===== src/rtl/spi_pkg.sv =====
`default_nettype none
// ============================================================================
//  Module      : spi_pkg
//  Description : Shared SPI definitions: FSM state encoding, default word
//                width and the CKP/CPH edge-selection helper.
//  Revision    : 1.0 - initial release
// ============================================================================
package spi_pkg;

   localparam int DATA_W_DEFAULT = 16;

   typedef enum logic {
      IDLE   = 1'b0,
      ACTIVE = 1'b1
   } state_t;

   // Modes 0 and 3 (CKP==CPH) act on the rising SCK edge, modes 1 and 2 on
   // the falling edge. Swapping rise/fall gives the opposite edge.
   function automatic logic edge_sel(input logic ckp, input logic cph,
                                     input logic rise, input logic fall);
      return (ckp == cph) ? rise : fall;
   endfunction

endpackage
`default_nettype wire


===== src/rtl/spi_edge_detect.sv =====
`default_nettype none
// ============================================================================
//  Module      : spi_edge_detect
//  Description : Oversamples SCK in the clk domain and flags the sample and
//                shift edges for the selected CKP/CPH mode.
//  Revision    : 1.0 - initial release
// ============================================================================
module spi_edge_detect
   import spi_pkg::*;
(
   input  logic clk,
   input  logic reset,
   input  logic ckp_i,
   input  logic cph_i,
   input  logic sck_i,
   output logic sample_edge_o,
   output logic shift_edge_o
);

   logic sck_prev_q;
   logic w_rise;
   logic w_fall;

   // Previous SCK level; parks at the idle level so reset never fakes an edge.
   always_ff @(posedge clk) begin
      if (reset) sck_prev_q <= ckp_i;
      else       sck_prev_q <= sck_i;
   end

   assign w_rise        = sck_i & ~sck_prev_q;
   assign w_fall        = ~sck_i & sck_prev_q;
   assign sample_edge_o = edge_sel(ckp_i, cph_i, w_rise, w_fall);
   assign shift_edge_o  = edge_sel(ckp_i, cph_i, w_fall, w_rise);

endmodule
`default_nettype wire


===== src/rtl/spi_subnode.sv =====
`default_nettype none
// ============================================================================
//  Module      : spi_subnode
//  Description : SPI subnode: deserialises MOSI into words with a valid/ack
//                handshake and serialises a locally loaded word onto MISO.
//  Revision    : 1.0 - initial release
// ============================================================================
module spi_subnode
   import spi_pkg::*;
#(
   parameter int                DATA_W   = DATA_W_DEFAULT,
   parameter logic [DATA_W-1:0] TX_RESET = '0
)(
   input  logic              clk,
   input  logic              reset,
   input  logic              CKP,
   input  logic              CPH,
   input  logic              SCK,
   input  logic              CS,
   input  logic              MOSI,
   input  logic              reset_rec,
   output logic              MISO,
   input  logic [DATA_W-1:0] tx_data,
   input  logic              tx_load,
   output logic [DATA_W-1:0] rx_data,
   output logic              rx_valid,
   input  logic              rx_ack,
   output logic              overrun,
   output logic              frame_err
);

   localparam int CNT_W = $clog2(DATA_W);
   localparam logic [CNT_W-1:0] LAST_BIT = CNT_W'(DATA_W - 1);

   state_t            state_q;
   logic [CNT_W-1:0]  bit_cnt_q;
   logic [DATA_W-1:0] rx_shift_q;
   logic [DATA_W-1:0] tx_word_q;
   logic [DATA_W-1:0] tx_shift_q;
   logic [DATA_W-1:0] rx_data_q;
   logic              rx_valid_q;
   logic              overrun_q;
   logic              frame_err_q;
   logic              w_sample_edge;
   logic              w_shift_edge;
   logic [DATA_W-1:0] w_rx_next;

   spi_edge_detect u_edge (
      .clk           (clk),
      .reset         (reset),
      .ckp_i         (CKP),
      .cph_i         (CPH),
      .sck_i         (SCK),
      .sample_edge_o (w_sample_edge),
      .shift_edge_o  (w_shift_edge)
   );

   assign w_rx_next = {rx_shift_q[DATA_W-2:0], MOSI};

   // Frame FSM with receive/transmit shifters and handshake flags.
   always_ff @(posedge clk) begin
      if (reset) begin
         state_q     <= IDLE;
         bit_cnt_q   <= '0;
         rx_shift_q  <= '0;
         tx_word_q   <= TX_RESET;
         tx_shift_q  <= TX_RESET;
         rx_data_q   <= '0;
         rx_valid_q  <= 1'b0;
         overrun_q   <= 1'b0;
         frame_err_q <= 1'b0;
      end else begin
         frame_err_q <= 1'b0;
         if (tx_load) tx_word_q  <= tx_data;
         if (rx_ack)  rx_valid_q <= 1'b0;
         case (state_q)
            IDLE: begin
               bit_cnt_q  <= '0;
               rx_shift_q <= '0;
               if (!CS) begin
                  state_q    <= ACTIVE;
                  tx_shift_q <= tx_word_q;
               end
            end
            ACTIVE: begin
               if (!reset_rec) begin
                  bit_cnt_q  <= '0;
                  rx_shift_q <= '0;
                  tx_shift_q <= tx_word_q;
                  if (CS) state_q <= IDLE;
               end else if (CS) begin
                  state_q    <= IDLE;
                  bit_cnt_q  <= '0;
                  rx_shift_q <= '0;
                  if (bit_cnt_q != '0) frame_err_q <= 1'b1;
               end else if (w_sample_edge) begin
                  rx_shift_q <= w_rx_next;
                  if (bit_cnt_q == LAST_BIT) begin
                     bit_cnt_q  <= '0;
                     rx_data_q  <= w_rx_next;
                     rx_valid_q <= 1'b1;
                     tx_shift_q <= tx_word_q;
                     if (rx_valid_q && !rx_ack) overrun_q <= 1'b1;
                  end else begin
                     bit_cnt_q <= bit_cnt_q + 1'b1;
                  end
               end else if (w_shift_edge && bit_cnt_q != '0) begin
                  // A shift edge seen at a word boundary (CPH=1 leading edge
                  // or CPH=0 trailing edge of the last bit) must not consume
                  // the freshly loaded MSB.
                  tx_shift_q <= tx_shift_q << 1;
               end
            end
            default: state_q <= IDLE;
         endcase
      end
   end

   assign MISO      = (state_q == ACTIVE && !CS) ? tx_shift_q[DATA_W-1] : 1'b0;
   assign rx_data   = rx_data_q;
   assign rx_valid  = rx_valid_q;
   assign overrun   = overrun_q;
   assign frame_err = frame_err_q;

endmodule
`default_nettype wire

===== config.mk =====
export PLATFORM = sky130hd
export DESIGN_NAME = spi_subnode
export DESIGN_NICKNAME = d
export VERILOG_FILES = /design/src/rtl/spi_pkg.sv /design/src/rtl/spi_edge_detect.sv /design/src/rtl/spi_subnode.sv
export SDC_FILE = /design/constraint.sdc
export NUM_CORES = 1
export LEC_CHECK = 0
export ABC_AREA = 1
export BUFFER_PORTS_ARGS = -buffer_cell sky130_fd_sc_hd__buf_4
export CAP_MARGIN = 30
export CORE_UTILIZATION = 40
export CTS_BUF_LIST = sky130_fd_sc_hd__clkbuf_8
export CTS_CLUSTER_DIAMETER = 100
export CTS_CLUSTER_SIZE = 25
export DETAILED_ROUTE_END_ITERATION = 12
export RECOVER_POWER = 100
export SKIP_CTS_REPAIR_TIMING = 1
export SYNTH_ARGS = -nofsm -noshare
export SYNTH_HDL_FRONTEND = slang
export SYNTH_SLANG_ARGS = --single-unit

===== constraint.sdc =====
create_clock -name clk -period 1.3 [get_ports clk]
set_input_delay 0.065 -clock clk [delete_from_list [all_inputs] [get_ports clk]]
set_output_delay 0.065 -clock clk [all_outputs]
set_load 0.02 [all_outputs]

==> results of run 1 <==
[per-layer routing]
metal / track usage, % / wire [um] / up-vias
met5: 0 / 0 / -
li1: - / - / 1480
met3: 5.60 / 313 / 7
met1: 22.0 / 3150 / 1230
met4: 5.72 / 87 / 0
met2: 28.0 / 3350 / 48
[path summary, 6_finish.rpt]
check	endpoint	slack, ns	cells after the start
setup / recovery	tx_shift_q[11]$_SDFFE_PP0P_	-0.11	9
hold / removal	overrun$_SDFFE_PP0P_	0.003	4
setup reg to reg	tx_shift_q[11]$_SDFFE_PP0P_	-0.11	9
hold reg to reg	overrun$_SDFFE_PP0P_	0.45	2
[layout make-up]
type	count	share of cell area, %
Clock inverter	6	1.60
Multi-Input combinational cell	294	35.5
Tap cell	99	2.99
Sequential cell	72	34.9
Timing Repair Buffer	91	18.5
Inverter	33	3.17
Clock buffer	10	3.32
[per-stage QoR]
| step | instances | TNS (ns) |
|---|---|---|
| 2_1_floorplan | 419 | -0.283 |
| 3_3_place_gp | 565 | -0.329 |
| 3_5_place_dp | 565 | -1.12 |
| 4_1_cts | 581 | -1.85 |
| 5_1_grt | 605 | -4.99 |
| 6_report | 605 | -2.48 |
[sequential cells by signal (all words and copies together), names as in the netlist]
signal,flops
state_q,1
frame_err,1
overrun,1
tx_word_q,16
rx_data,16
rx_valid,1
rx_shift_q,15
u_edge.sck_prev_q,1
tx_shift_q,16
bit_cnt_q,4
[kinds of logic (layout without fill, tap and decap cells)]
kind of cell             after synthesis  in the layout  synth area share (%)
adder cells (fa/ha/maj)                2              2                 0.836
flip-flops                            72             72                  48.2
AO/OA/AOI/OAI                         77             77                  13.0
buffers and inverters                 53            140                  8.03
AND/OR/NAND/NOR                      215            215                  29.9
[worst register-to-register path: cells and delay by family (launching register included)]
kind | cells | cell delay (ns)
DFF | 1 | 0.37
adders and majority gates | 1 | 0.13
and+or+nand+nor | 7 | 0.65
buffers and inverters | 1 | 0.19
[cells in the mapped netlist (2+ instances only)]
| master | n | area (um^2) |
|---|---|---|
| nand2_4 | 2 | 22.5 |
| buf_6 | 4 | 45.0 |
| a21oi_1 | 28 | 140 |
| nor2_1 | 92 | 345 |
| nand2_1 | 104 | 390 |
| nand3_2 | 2 | 20.0 |
| buf_2 | 6 | 30.0 |
| dfxtp_1 | 72 | 1440 |
| nand2_2 | 4 | 25.0 |
| clkbuf_1 | 9 | 33.8 |
| a211oi_1 | 2 | 15.0 |
| o21ai_0 | 32 | 160 |
| o21ai_1 | 15 | 75.1 |
| inv_2 | 2 | 7.51 |
| inv_1 | 30 | 113 |
| nand3_1 | 6 | 30.0 |
| ha_1 | 2 | 25.0 |
[power breakdown]
part           leakage (uW)  switching (uW)  internal [uW]
logic               0.00110             338            288
registers          0.000591            43.5           2300
clock network      0.000107             867            945
total               0.00180            1250           3530
==> metrics.md, run 1 <==
| Metric | Value |
|---|---|
| P&R area growth vs syn | 38.6% |
| Bufs on Longest Clock Path | 2 |
| Clock Pin Slew Worst Setup and Hold Paths | 0.08 ns |
| CP Class | flop to flop |
| Total track usage | 17.4% |
| Critical path peak fanout | 7 |
| Mapped Cells | 419 |
| First-pass GRT wire length | 10.4 mm |
| H-tree depth | 3 |
| Initial antenna violation count | 0 |
| Final hold violation count | 0 |
| Pleak | 0.00180 uW |
| Post-synth EDFFs | 0 |
| Critical path launch point | bit_cnt_q[0]$_SDFFE_PP0P_ |
| Crit-path cells | ha_4, nand3_2, nand3b_4, nand3_4, nand2_8, clkbuf_16, nand2_1, nand2_1, nor2_1 |
| Initial Utilization | 41.3% |
| Synth Area per Inst | 7.14 um^2 |
| CTS Buf Count | 9 |
| HPWL Detailed | 4.22 mm |
| CTS tree | built |
| Final setup margin | -0.112 ns |
| Largest net degree at the start of global routing | 34 |
| Chip width | 88.5 um |
| CP peak stage delay | 0.37 ns |
| Syn Std Cell Area | 2990 um^2 |
| Antenna cells | 0 |
| Setup WS pre-CTS | -0.0804 ns |
| Status | complete, but fails checks |
| Yosys reg bits | 72 |
| CP top delay family | simple AND/OR/NAND/NOR gates |
| Buf+Inv Stages, Crit Path | 1 |
| Most frequent cells in the layout | nand2_1 (90), nor2_1 (81), dfxtp_1 (70) |
| # DRC | 0 |
| Tot Pwr | 4780 uW |
| Final setup vio count | 34 |
| Fin nets | 529 |
| PD cells | 1150 nW/um^2 |
| Port Buffer Count | 45 |
| Worst path required time | 1.58 ns |
| Clock root buffer | clkbuf_8 |
| WL/cell | 11.4 um |
| Vias in the first global route | 2326 |
| Peak VDD IR | 0.604 mV |
| Fill cells | 685 |
| DR vias/cell | 4.57 |
| Overflow after GRT | 0 |
| Final Cell Area | 4150 um^2 |
| Hold Startpoint | rx_ack |
| Sink Count | 72 |
| Post-synthesis sequential area ratio | 48.2% |
| Normalized max-slew margin | 62.4% |
| Most common cell after layout, fill and taps aside | nand2_1 |
| Highest Clock Rate | 708 MHz |
| Routed Antenna Nets | 0 |
| WHS | 0.00250 ns |
| Yosys cell types | 24 |
| Worst Max-Slew Pin Slew | 0.559 ns |
| Async set-reset flop share out of synthesis | 0% |
| WP data arrival | 1.69 ns |
| Die Area | 7830 um^2 |
| CP max stage cell | dfxtp_4 |
| Max_cap viols | 0 |
| Worst Hold Class | primary input to flop |
| DP Area | 3580 um^2 |
| Worst path most repeated cell | nand2_1 |
| DR pass1 iterations | 4 |
| Gpl congestion | 0.702 |
| Core region area | 7250 um^2 |
| Starting DRT DRC Count | 117 |
| Vias | 2765 |
| Worst skew pair latency | 0.34 ns |
| Synth warn | 0 |
| Share of cells above drive strength 1 | 24.5% |
| Slew Limit Fails | 0 |
| Mapped Nets | 447 |
| Tcrit/Tclk final | 109% |
| Unrepaired setup endpoints after global routing | true |
| WL final | 6.90 mm |
| Failing checks | negative setup slack |
| Post-layout utilization of the core | 57.2% |
| Period minus WS final | 1.41 ns |
| CP startpoint kind | flop |
| Worst flop-to-flop path startpoint | bit_cnt_q[0]$_SDFFE_PP0P_ |
| Layout Skew | 0.00870 ns |
| Register Area | 1450 um^2 |
| Top FF cell, synth | dfxtp_1 |
| Multi-input logic area | 1470 um^2 |
| Setup crit end kind | flop |
| Die Height | 88.5 um |
| Top Ports | 46 |
| FP Rows | 31 |
(Power assumes the default switching activity.)
==> run 2: changes to the inputs <==
Clock period 1.3 ns to 1.25 ns, I/O delays scaled along.
==> run 2 against run 1 <==
  * The run still ends with negative setup slack left
  * Combinational power fell by 3%
  * Power rose by 7.4%
  * Flip-flop and latch count did not move
  * First-iteration DRC count rose by 10%
  * Critical path type unchanged
  * Design area fell by 1.2%
  * Sequential share of layout area rose by 0.39 points
  * Routed wire length fell by 1.8%
  * Worst setup slack got worse by 0.0077 ns
  * Hold slack barely moved
  * Non-clock buffer count fell by 3
  * Via count did not move
  * Global-route usage rose by 0.11 points
==> metrics.md, run 2 (synthesis gave the netlist of run 1 again) <==
| Metric | Value |
|---|---|
| Core region area | 7250 um^2 (unchanged) |
| # DRC | 0 (unchanged) |
| Clock Pin Slew Worst Setup and Hold Paths | 0.08 ns (about the same) |
| Tcrit/Tclk final | 110% (was 109%) |
| Port Buffer Count | 45 (unchanged) |
| CP startpoint kind | flop (unchanged) |
| Failing checks | negative setup slack (unchanged) |
| Chip width | 88.5 um (unchanged) |
| Reg-to-reg slack, setup | -0.12 ns (was -0.11 ns) |
| CTS Buf Count | 9 (unchanged) |
| Final hold violation count | 0 (unchanged) |
| Initial Utilization | 41.3% (unchanged) |
| Slew Limit Fails | 0 (unchanged) |
| WP data arrival | 1.62 ns (was 1.69 ns) |
| WL final | 6.78 mm (was 6.90 mm) |
| Final setup margin | -0.120 ns (was -0.112 ns) |
| Routed Antenna Nets | 0 (unchanged) |
| Worst Hold Class | primary input to flop (unchanged) |
| Highest Clock Rate | 730 MHz (was 708 MHz) |
| Worst R2R Path Depth | 7 (was 9) |
| P&R area growth vs syn | 37.0% (was 38.6%) |
| FP Rows | 31 (unchanged) |
| Sink Count | 72 (unchanged) |
| Critical path peak fanout | 16 (was 7) |
| Accumulated negative setup slack | -3.24 ns (was -2.48 ns) |
| H-tree depth | 3 (unchanged) |
| Initial antenna violation count | 0 (unchanged) |
| PD cells | 1250 nW/um^2 (was 1150 nW/um^2) |
| Worst skew pair latency | 0.35 ns (was 0.34 ns) |
| CP Class | flop to flop (unchanged) |
| Share of cells above drive strength 1 | 23.0% (was 24.5%) |
| Worst flop-to-flop path startpoint | bit_cnt_q[1]$_SDFFE_PP0P_ (was bit_cnt_q[0]$_SDFFE_PP0P_) |
| Pleak | 0.00179 uW (was 0.00180 uW) |
| Max_cap viols | 0 (unchanged) |
| Layout Skew | 0.0120 ns (was 0.00870 ns) |
| Die Height | 88.5 um (unchanged) |
| DR pass1 iterations | 4 (unchanged) |
| Gpl congestion | 0.719 (was 0.702) |
| WHS | 0.00247 ns (was 0.00250 ns) |
| Hold Crit Depth | 4 (unchanged) |
| Status | complete, but fails checks (unchanged) |
| Largest net degree at the start of global routing | 35 (was 34) |
| Vias in the first global route | 2455 (was 2326) |
| Setup crit end kind | flop (unchanged) |
| HPWL Detailed | 4.25 mm (was 4.22 mm) |
| Top Ports | 46 (unchanged) |
| Total track usage | 17.5% (was 17.4%) |
| Worst path required time | 1.50 ns (was 1.58 ns) |
| Vias | 2765 (unchanged) |
| Fin nets | 528 (was 529) |
| Worst Max-Slew Pin Slew | 0.321 ns (was 0.559 ns) |
| Peak VDD IR | 0.687 mV (was 0.604 mV) |
| DR vias/cell | 4.58 (was 4.57) |
| First-pass GRT wire length | 10.5 mm (was 10.4 mm) |
| Most frequent cells in the layout | nand2_1 (89), nor2_1 (89), dfxtp_1 (69) (was nand2_1 (90), nor2_1 (81), dfxtp_1 (70)) |
| Antenna cells | 0 (unchanged) |
| Post-layout utilization of the core | 56.5% (was 57.2%) |
| Period minus WS final | 1.37 ns (was 1.41 ns) |
| Overflow after GRT | 0 (unchanged) |
| Terminus of the critical flop-to-flop path | tx_shift_q[11]$_SDFFE_PP0P_ (unchanged) |
| Bufs on Longest Clock Path | 2 (unchanged) |
| CTS tree | built (unchanged) |
| Clock root buffer | clkbuf_8 (unchanged) |
| Starting DRT DRC Count | 129 (was 117) |
| Unrepaired setup endpoints after global routing | true (unchanged) |
| Final setup vio count | 34 (unchanged) |
| Worst Hold Path EP | overrun$_SDFFE_PP0P_ (unchanged) |
| Hold Startpoint | rx_ack (unchanged) |
| Die Area | 7830 um^2 (unchanged) |
| Normalized max-slew margin | 78.6% (was 62.4%) |
| WL/cell | 11.2 um (was 11.4 um) |
-- run 2: cell types whose count changed in the layout (fill, tap and decap cells not counted), sizes merged --
| cell | delta |
|---|---|
| buf | +1 |
| bufinv | +1 |
| clkbuf | -4 |
| clkinv | -3 |
| clkinvlp | +1 |
| inv | +1 |
| nand2 | +2 |
-- run 2: where the power goes --
part	total [uW]	switching, uW	internal (uW)	leakage (uW)
sequential	2440	43.2	2400	0.000591
combinational	611	343	268	0.00109
clock	2080	897	1190	0.000113
-- run 2: how the worst max path moves through the flow --
| stage | start | slack, ns | cells after the start | end |
|---|---|---|---|---|
| 3_3_place_gp | state_q$_SDFF_PP0_ | -0.17 | 7 | rx_data[5]$_SDFFE_PP0P_ |
| 6_report | bit_cnt_q[1]$_SDFFE_PP0P_ | -0.12 | 7 | tx_shift_q[11]$_SDFFE_PP0P_ |
| 5_1_grt | bit_cnt_q[0]$_SDFFE_PP0P_ | -0.22 | 9 | tx_shift_q[11]$_SDFFE_PP0P_ |
| 2_1_floorplan | bit_cnt_q[1]$_SDFFE_PP0P_ | -0.08 | 8 | rx_data[14]$_SDFFE_PP0P_ |
| 3_5_place_dp | bit_cnt_q[0]$_SDFFE_PP0P_ | -0.14 | 7 | rx_data[8]$_SDFFE_PP0P_ |
| 4_1_cts | bit_cnt_q[0]$_SDFFE_PP0P_ | -0.15 | 8 | tx_shift_q[4]$_SDFFE_PP0P_ |
-- run 2: metal layers --
metal	track usage, %	share of wire (%)
met5	0	0
met4	5.72	1.0
met3	5.60	2.9
met2	31.2	51
met1	19.7	45
-- run 2: worst max-delay path, stage by stage (launching register included) --
cell	delay, ns
dfxtp_2	0.36
ha_4	0.14
nand3_2	0.06
nand3b_4	0.21
nand3_4	0.21
nand2_8	0.12
nor2_1	0.11
nor2_1	0.05
-- run 2: layout make-up --
cell class                      count  area (um^2)
Fill cell                         724         3150
Multi-Input combinational cell    296         1500
Sequential cell                    72         1450
Timing Repair Buffer               88          676
Clock buffer                       10          138
Inverter                           33          129
Tap cell                           99          124
Clock inverter                      6         90.1
-- run 2: per-stage QoR --
| stage | total power [uW] | area (um^2) | setup slack [ns] | cells |
|---|---|---|---|---|
| 2_1_floorplan | 2830 | 3020 | -0.0812 | 419 |
| 3_3_place_gp | 2990 | 3560 | -0.173 | 566 |
| 3_5_place_dp | 3000 | 3560 | -0.139 | 566 |
| 4_1_cts | 5100 | 3790 | -0.145 | 582 |
| 5_1_grt | 5360 | 4100 | -0.220 | 604 |
| 6_report | 5130 | 4100 | -0.120 | 604 |
